`src/rtl/mem_bus_arbiter_if.sv`:
```
// mem_bus_arbiter_if: fetch, data and memory-side signal bundle of mem_bus_arbiter.
// master is the arbiter's view; slave is the requesters' and memory's view.
interface mem_bus_arbiter_if;
    logic        if_req;
    logic [29:0] if_addr;
    logic        if_gnt;
    logic        if_ack;
    logic [31:0] if_rdata;
    logic        d_req;
    logic [29:0] d_addr;
    logic [31:0] d_wdata;
    logic [3:0]  d_mask;
    logic        d_we;
    logic        d_lock;
    logic        d_gnt;
    logic        d_ack;
    logic [31:0] d_rdata;
    logic        m_req;
    logic [29:0] m_addr;
    logic [31:0] m_wdata;
    logic [3:0]  m_mask;
    logic        m_we;
    logic        m_ready;
    logic        m_rvalid;
    logic [31:0] m_rdata;

    modport master (
        input  if_req, if_addr, d_req, d_addr, d_wdata, d_mask, d_we, d_lock,
               m_ready, m_rvalid, m_rdata,
        output if_gnt, if_ack, if_rdata, d_gnt, d_ack, d_rdata,
               m_req, m_addr, m_wdata, m_mask, m_we
    );

    modport slave (
        output if_req, if_addr, d_req, d_addr, d_wdata, d_mask, d_we, d_lock,
               m_ready, m_rvalid, m_rdata,
        input  if_gnt, if_ack, if_rdata, d_gnt, d_ack, d_rdata,
               m_req, m_addr, m_wdata, m_mask, m_we
    );
endinterface

```
`src/rtl/mem_bus_arbiter.sv`:
```
// mem_bus_arbiter: fetch/data arbiter onto a single-outstanding memory bus with data-side bus lock.
// Define ARB_ROUND_ROBIN_EN for round-robin tie-breaking; otherwise data has fixed priority over fetch.
module mem_bus_arbiter #(
    parameter int LOCK_MAX_CYCLES = 16
) (
    input logic               clk,
    input logic               async_rst_n,
    mem_bus_arbiter_if.master bus
);
    typedef enum logic [2:0] {IDLE, ISSUE, WAIT, RESP, LOCKED} state_t;
    state_t      state, state_nxt;
    logic        open_arb, pick_d, pick_i, owner_d, lock_q;
    logic [7:0]  lock_cnt;

    assign open_arb = state == IDLE || state == LOCKED;
`ifdef ARB_ROUND_ROBIN_EN
    logic last_d;
    assign pick_d = open_arb && bus.d_req && (state == LOCKED || !bus.if_req || !last_d);
    always_ff @(posedge clk or negedge async_rst_n)
        if (!async_rst_n) last_d <= 1'b0;
        else if (pick_d || pick_i) last_d <= pick_d;
`else
    assign pick_d = open_arb && bus.d_req;
`endif
    assign pick_i = state == IDLE && bus.if_req && !pick_d;

    always_ff @(posedge clk or negedge async_rst_n)
        if (!async_rst_n) state <= IDLE;
        else state <= state_nxt;

    always_comb begin
        state_nxt = state;
        case (state)
            IDLE:    state_nxt = pick_d || pick_i ? ISSUE : IDLE;
            ISSUE:   state_nxt = bus.m_ready ? WAIT : ISSUE;
            WAIT:    state_nxt = bus.m_rvalid ? RESP : WAIT;
            RESP:    state_nxt = owner_d && lock_q ? LOCKED : IDLE;
            LOCKED:  state_nxt = pick_d ? ISSUE : lock_cnt == 8'(LOCK_MAX_CYCLES - 1) ? IDLE : LOCKED;
            default: state_nxt = IDLE;
        endcase
    end

    assign bus.m_req  = state == ISSUE;
    assign bus.if_ack = state == RESP && !owner_d;
    assign bus.d_ack  = state == RESP && owner_d;

    always_ff @(posedge clk or negedge async_rst_n) begin
        if (!async_rst_n) begin
            bus.if_gnt   <= 1'b0;
            bus.d_gnt    <= 1'b0;
            bus.m_addr   <= '0;
            bus.m_wdata  <= '0;
            bus.m_mask   <= '0;
            bus.m_we     <= 1'b0;
            bus.if_rdata <= '0;
            bus.d_rdata  <= '0;
            owner_d      <= 1'b0;
            lock_q       <= 1'b0;
            lock_cnt     <= '0;
        end else begin
            bus.if_gnt <= pick_i;
            bus.d_gnt  <= pick_d;
            if (pick_d) begin
                owner_d     <= 1'b1;
                bus.m_addr  <= bus.d_addr;
                bus.m_wdata <= bus.d_wdata;
                bus.m_mask  <= bus.d_mask;
                bus.m_we    <= bus.d_we;
                lock_q      <= bus.d_lock;
            end else if (pick_i) begin
                owner_d     <= 1'b0;
                bus.m_addr  <= bus.if_addr;
                bus.m_mask  <= 4'hF;
                bus.m_we    <= 1'b0;
                lock_q      <= 1'b0;
            end
            // responses outside WAIT belong to no one and are dropped
            if (state == WAIT && bus.m_rvalid) begin
                if (owner_d) bus.d_rdata <= bus.m_rdata;
                else bus.if_rdata <= bus.m_rdata;
            end
            lock_cnt <= state == LOCKED && !pick_d ? lock_cnt + 8'd1 : 8'd0;
        end
    end
endmodule
```
`src/flat_wrapper.sv`:
```
// flat-port wrapper written by rule: the top's interface ports become plain ports
module mem_bus_arbiter_flat 
#(
    parameter int LOCK_MAX_CYCLES = 16
)
  (clk, async_rst_n, bus_if_req, bus_if_addr, bus_d_req, bus_d_addr, bus_d_wdata, bus_d_mask, bus_d_we, bus_d_lock, bus_m_ready, bus_m_rvalid, bus_m_rdata, bus_if_gnt, bus_if_ack, bus_if_rdata, bus_d_gnt, bus_d_ack, bus_d_rdata, bus_m_req, bus_m_addr, bus_m_wdata, bus_m_mask, bus_m_we);
  mem_bus_arbiter_if bus_i ();
  input logic clk;
  input logic async_rst_n;
  input wire logic [$bits(bus_i.if_req)-1:0] bus_if_req;
  input wire logic [$bits(bus_i.if_addr)-1:0] bus_if_addr;
  input wire logic [$bits(bus_i.d_req)-1:0] bus_d_req;
  input wire logic [$bits(bus_i.d_addr)-1:0] bus_d_addr;
  input wire logic [$bits(bus_i.d_wdata)-1:0] bus_d_wdata;
  input wire logic [$bits(bus_i.d_mask)-1:0] bus_d_mask;
  input wire logic [$bits(bus_i.d_we)-1:0] bus_d_we;
  input wire logic [$bits(bus_i.d_lock)-1:0] bus_d_lock;
  input wire logic [$bits(bus_i.m_ready)-1:0] bus_m_ready;
  input wire logic [$bits(bus_i.m_rvalid)-1:0] bus_m_rvalid;
  input wire logic [$bits(bus_i.m_rdata)-1:0] bus_m_rdata;
  output wire logic [$bits(bus_i.if_gnt)-1:0] bus_if_gnt;
  output wire logic [$bits(bus_i.if_ack)-1:0] bus_if_ack;
  output wire logic [$bits(bus_i.if_rdata)-1:0] bus_if_rdata;
  output wire logic [$bits(bus_i.d_gnt)-1:0] bus_d_gnt;
  output wire logic [$bits(bus_i.d_ack)-1:0] bus_d_ack;
  output wire logic [$bits(bus_i.d_rdata)-1:0] bus_d_rdata;
  output wire logic [$bits(bus_i.m_req)-1:0] bus_m_req;
  output wire logic [$bits(bus_i.m_addr)-1:0] bus_m_addr;
  output wire logic [$bits(bus_i.m_wdata)-1:0] bus_m_wdata;
  output wire logic [$bits(bus_i.m_mask)-1:0] bus_m_mask;
  output wire logic [$bits(bus_i.m_we)-1:0] bus_m_we;
  assign bus_i.if_req = bus_if_req;
  assign bus_i.if_addr = bus_if_addr;
  assign bus_i.d_req = bus_d_req;
  assign bus_i.d_addr = bus_d_addr;
  assign bus_i.d_wdata = bus_d_wdata;
  assign bus_i.d_mask = bus_d_mask;
  assign bus_i.d_we = bus_d_we;
  assign bus_i.d_lock = bus_d_lock;
  assign bus_i.m_ready = bus_m_ready;
  assign bus_i.m_rvalid = bus_m_rvalid;
  assign bus_i.m_rdata = bus_m_rdata;
  assign bus_if_gnt = bus_i.if_gnt;
  assign bus_if_ack = bus_i.if_ack;
  assign bus_if_rdata = bus_i.if_rdata;
  assign bus_d_gnt = bus_i.d_gnt;
  assign bus_d_ack = bus_i.d_ack;
  assign bus_d_rdata = bus_i.d_rdata;
  assign bus_m_req = bus_i.m_req;
  assign bus_m_addr = bus_i.m_addr;
  assign bus_m_wdata = bus_i.m_wdata;
  assign bus_m_mask = bus_i.m_mask;
  assign bus_m_we = bus_i.m_we;
  mem_bus_arbiter #(.LOCK_MAX_CYCLES(LOCK_MAX_CYCLES)) u_core (.clk(clk), .async_rst_n(async_rst_n), .bus(bus_i));
endmodule
```
`config.mk`:
```
export PLATFORM = sky130hd
export DESIGN_NAME = mem_bus_arbiter_flat
export DESIGN_NICKNAME = d
export VERILOG_FILES = /design/src/rtl/mem_bus_arbiter_if.sv /design/src/rtl/mem_bus_arbiter.sv /design/src/flat_wrapper.sv
export SDC_FILE = /design/constraint.sdc
export NUM_CORES = 1
export LEC_CHECK = 0
export CORE_UTILIZATION = 24
export CTS_BUF_LIST = sky130_fd_sc_hd__clkbuf_8 sky130_fd_sc_hd__clkbuf_16
export DETAILED_ROUTE_END_ITERATION = 7
export GPL_ROUTABILITY_DRIVEN = 0
export GPL_TIMING_DRIVEN = 1
export REMOVE_ABC_BUFFERS = 1
export SETUP_SLACK_MARGIN = 0.02
export SLEW_MARGIN = 30
export SYNTH_ARGS = -nofsm -noshare
export SYNTH_HDL_FRONTEND = slang
export SYNTH_SLANG_ARGS = --single-unit
export TNS_END_PERCENT = 1
```
`constraint.sdc`:
```
create_clock -name clk -period 1.7 [get_ports clk]
set_input_delay 0.34 -clock clk [delete_from_list [all_inputs] [get_ports clk]]
set_output_delay 0.34 -clock clk [all_outputs]
set_load 0.005 [all_outputs]
```
## After elaboration in Yosys (flattened, before gate mapping)

Cells that the tools add are included.

- Add/subtract/negate cells: 1
- Bitwise gates (word level): 1
- Eq/ne operators: 5
- Magnitude comparators: 0
- Multipliers: 0
- Reductions and logical operators: 16
- Shift-type cells: 0
- Divide/modulo/power cells: 0
- Mux-type cells: 16

Operators with widths:

| operator | count |
|---|---|
| $mux W30 | 2 |
| $pmux W3 S5 | 1 |
| $mux W3 | 3 |
| $add A8 B1 Y8 const B | 1 |
| $eq A8 B4 Y1 const B | 1 |
| $logic_and A1 B1 Y1 | 8 |
| $mux W4 | 2 |
| $mux W8 | 1 |
| $eq A3 B2 Y1 const B | 2 |
| $mux W1 | 6 |
| $reduce_and A2 Y1 | 2 |
| $eq A3 B1 Y1 const B | 1 |
| $eq A3 B3 Y1 const B | 1 |
| $logic_not A3 Y1 | 1 |
| $logic_not A1 Y1 | 2 |
| $logic_or A1 B1 Y1 | 2 |
| $mux W2 | 1 |
| $reduce_bool A2 Y1 | 1 |
| $not A1 Y1 | 1 |

- Bits in registers: 146
- Bits in latches: 0
- Output and inout port bits: 136
- Input bits: 136
- Word-level logic and storage cells: 51
- Memories kept: 0
- Memory bits (writable): 0
- Bits in read-only memories: 0

## Longest topological paths before layout

- Word-level depth: 8
- Mapped depth: 7
- Mapped depth without buffers: 4

## Worst setup path after synthesis

Ideal clock, no wire load.

- Kind: reg2reg
- Start point: register u_core.state[0]
- End point: register u_core.bus.if_rdata[10]
- Setup slack: 68 ps
- Library setup time: 125 ps
- Arrival time: 1507 ps
- Stages on the path, launching flop included: 6
- Buffers on the path: 2
- Required time: 1575 ps
- Period minus slack after synthesis: 1632 ps
- Path through: dfrtp_1 -> nor4bb_1 -> nor2b_1 -> buf_2 -> buf_6 -> mux2_2

- Word-level cells in the longest chain between the ends: 3

Ends and longest elaborated chain:

| item | RTL line | text |
|---|---|---|
| start, declared | mem_bus_arbiter.sv:11 | `state_t state, state_nxt;` |
| start signal, assigned | mem_bus_arbiter.sv:29 | `else state <= state_nxt;` |
| $eq A3 B2 Y1 | mem_bus_arbiter.sv:78 | `if (state == WAIT && bus.m_rvalid) begin` |
| $logic_and A1 B1 Y1 | mem_bus_arbiter.sv:78 |  |
| $reduce_and A2 Y1 (no line) | -- |  |
| end signal, assigned | mem_bus_arbiter.sv:80 | `else bus.if_rdata <= bus.m_rdata;` |
| end, declared | mem_bus_arbiter_if.sv:30 | `output if_gnt, if_ack, if_rdata, d_gnt, d_ack, d_rdata,` |

No other way between the ends.
A chain may end at the register's enable or synchronous reset.

## Worst setup path after layout

- Start point: register u_core.state[0]
- End point: register u_core.bus.if_rdata[1]

Same word-level chain as after synthesis.

==> results.md <==
- Synth area leaders: dfrtp_1 (61%), mux2_2 (12%), mux2_4 (8.1%)
- R2R Path End: u_core.bus.if_rdata[1]$_DFFE_PN0P_
- Avg WL per Cell: 16.2 um
- Critical Path AT: 2.08 ns
- Filler cell count: 2267
- Pre-CTS setup slack: -0.458 ns
- Die area: 25500 um2
- Critical R2R Launch: u_core.state[0]$_DFF_PN0_
- Root buf cell: clkbuf_16
- Int Power: 0.0122 W
- Critical Path RT: 2.00 ns
- Leakage: 4.83 nW
- Synth Flop Type: dfrtp_1
- PD cells: 1660 nW/um2
- VDD IR max: 0.679 mV
- Commonest non-fill, non-tap cell in the layout: clkdlybuf4s50_1
- Period utilization: 105%
- Routed WL: 17100 um
- Worst slew pin tran: 0.390 ns
- Synth-to-layout area growth: 72.0%
- Pre-antenna DRT Iters: 4
- Max-cap violations: 0
- Ys Warns: 0
- Final Hold Viols: 0
- Setup TNS: -3.69 ns
- Core area: 24300 um2
- Seq/Total Area, Yosys: 61.3%
- I/O pin count: 272
- Routed Antenna Nets: 0
- Clock sink total: 146
- Area of the multi-input gates: 2180 um2
- CTS tree: done
- Minimum clock period: 1.78 ns
- Vias in the first global route: 4704
- Antenna violations before repair: 0
- Max clock buf depth: 2
- Switching Share: 28.6%
- First-pass GRT wire length: 26300 um
- Row Count: 57
- Seq pwr share: 35.0%
- Rel. slew slack: 74.0%
- Netlist Area Pre-Place: 5960 um2
- Worst setup EP type: register
- Library cells used by synthesis: 37
- Clk slew on worst S/H paths: 0.07 ns
- Clock Power Share: 21.6%
- Status: complete, but fails checks
- Finish-stage setup viols: 81
- Worst min path class: in2async
- # DRC: 0
- Synth Register Bits: 146
- Unrepaired setup endpoints after global routing: true
- Pins Over Slew Limit: 0
- Kind of critical path: reg2reg
- # nets final: 858
- Comb pwr share: 43.4%
- HPWL after detailed placement: 11700 um
- Share of the synthesized area in the top cell type: 61.3%
- N_diodes: 0
- Syn avg cell area: 14.2 um2
- Clock buffer count from CTS: 17
- Max H-tree Level: 4
- Yosys top cell by area: dfrtp_1
- Die X: 160 um
- Register area: 3650 um2
- Share of layout cells above drive strength 1: 25.2%
- Chip height: 160 um
- Crit path launch type: register
- Post-synth EDFFs: 0
- Synthesized instance count: 421
- Fmax: 562 MHz
- GRT Overall Usage: 13.2%
- Failing checks: setup timing
- Most frequent cells in the layout: clkdlybuf4s50_1 (214), dfrtp_1 (145), mux2_4 (58)
- DR vias/cell: 4.22
- Largest net degree at the start of global routing: 51
- Asr flop ratio synth: 100%
- Clk Latency, worst-skew pair: 0.42 ns
- Initial Util: 24.5%
- IO Port Bufs: 271
- R2R Setup Slk: -0.08 ns
- Sw Pwr: 0.00487 W
- Worst-path fanout max: 8
- Worst R2R Path Depth: 7
- Vias post-DR: 4469
- Initial DRC count: 120
- Final WS setup: -0.0779 ns
- Final setup skew: 0.00984 ns
- Total grt overflow: 0
==> worst max-delay path, cell delays in order, from the launching register on <==
cell,delay [ns]
dfrtp_1,0.38
buf_6,0.13
nor4bb_2,0.24
buf_4,0.15
nor2b_4,0.14
buf_12,0.13
buf_8,0.15
mux2_2,0.33
==> worst max path at each step <==
stage                                    startpoint                                   to  depth (start not counted)
after floorplan           u_core.state[0]$_DFF_PN0_   u_core.bus.if_rdata[0]$_DFFE_PN0P_                          3
after global placement                 bus_m_rvalid  u_core.bus.if_rdata[28]$_DFFE_PN0P_                          6
after detailed placement               bus_m_rvalid   u_core.bus.if_rdata[5]$_DFFE_PN0P_                          6
after CTS                 u_core.state[0]$_DFF_PN0_   u_core.bus.if_rdata[5]$_DFFE_PN0P_                          6
after global routing      u_core.state[0]$_DFF_PN0_  u_core.bus.if_rdata[10]$_DFFE_PN0P_                          7
final                     u_core.state[0]$_DFF_PN0_   u_core.bus.if_rdata[1]$_DFFE_PN0P_                          7
==> registers in the layout, indices dropped and copies added, names as in the netlist <==
signal / flops
u_core.lock_q: 1
u_core.bus.m_wdata: 32
u_core.owner_d: 1
u_core.state: 3
u_core.bus.m_mask: 4
u_core.bus.d_gnt: 1
u_core.bus.m_addr: 30
u_core.bus.if_rdata: 32
u_core.bus.d_rdata: 32
u_core.bus.m_we: 1
u_core.lock_cnt: 8
u_core.bus.if_gnt: 1
==> per-stage QoR <==
stage               area (um2)  std cells  power (W)  util, %  hold slack, ns
CTS                       9880       1054     0.0171     40.6           0.398
floorplan                 5750        394    0.00862        -          0.0444
global route             10300       1058     0.0181     42.2           0.415
global placement          9250       1018     0.0132     38.0           0.285
finish                   10300       1058     0.0170     42.2           0.411
detailed placement        9250       1018     0.0133     38.0           0.281
==> final cells by class <==
class | instances | area share (%)
clock buffer | 19 | 4.42
tap | 324 | 3.95
clock inverter | 13 | 1.22
timing repair buffer | 308 | 32.2
sequential | 146 | 35.6
multi-input combinational | 214 | 21.3
inverter | 34 | 1.24
==> cells by family (layout without fill, tap and decap cells) <==
logic type	Yosys count	after routing	synth area share, %
adder cells (fa/ha/maj)	1	1	0.210
buffers and inverters	61	374	5.67
flip-flops	146	146	61.3
multiplexers	96	96	20.2
AND/OR/NAND/NOR	35	35	3.17
AO/OA/AOI/OAI	79	79	9.07
XOR/XNOR	3	3	0.441
==> layer usage <==
| metal | global-route usage, % | wire, um | part of all wire (%) | up-vias |
|---|---|---|---|---|
| met1 | 16.3 | 7380 | 43 | 2151 |
| met2 | 20.6 | 7850 | 46 | 205 |
| met5 | 0 | 0 | 0 | - |
| li1 | - | - | - | 2100 |
| met4 | 3.41 | 150 | 0.88 | 0 |
| met3 | 6.30 | 1750 | 10 | 13 |
==> synth_stat cells (2+ instances only) <==
cell type  number
o21ai_0         4
buf_2           3
o32ai_1        30
clkbuf_1       10
inv_1          34
mux2_4         32
nand2_1         5
nor2b_1         3
dfrtp_1       146
a21oi_1        34
o22a_1          4
or3_1           4
nor2_1          9
buf_6          14
nand3_1         3
mux2_2         63
xnor2_1         2
a22o_1          2
==> power groups by stage <==
stage,registers (W),clock network [W],logic (W)
final,0.00596,0.00369,0.00738
after floorplan,0.00608,0,0.00254
after global placement,0.00599,0,0.00723
after global routing,0.00618,0.00397,0.00796
after detailed placement,0.00600,0,0.00729
after CTS,0.00597,0.00381,0.00733
==> what timing repair did <==
action,in CTS,in global routing
buffers inserted,3,1
hold buffers,1,0
gates resized for setup,22,86
pin swaps,1,2
hold endpoints to repair,33,0
gates cloned,0,3
setup endpoints to repair,42,173
Power figures use the tool's default switching activity.
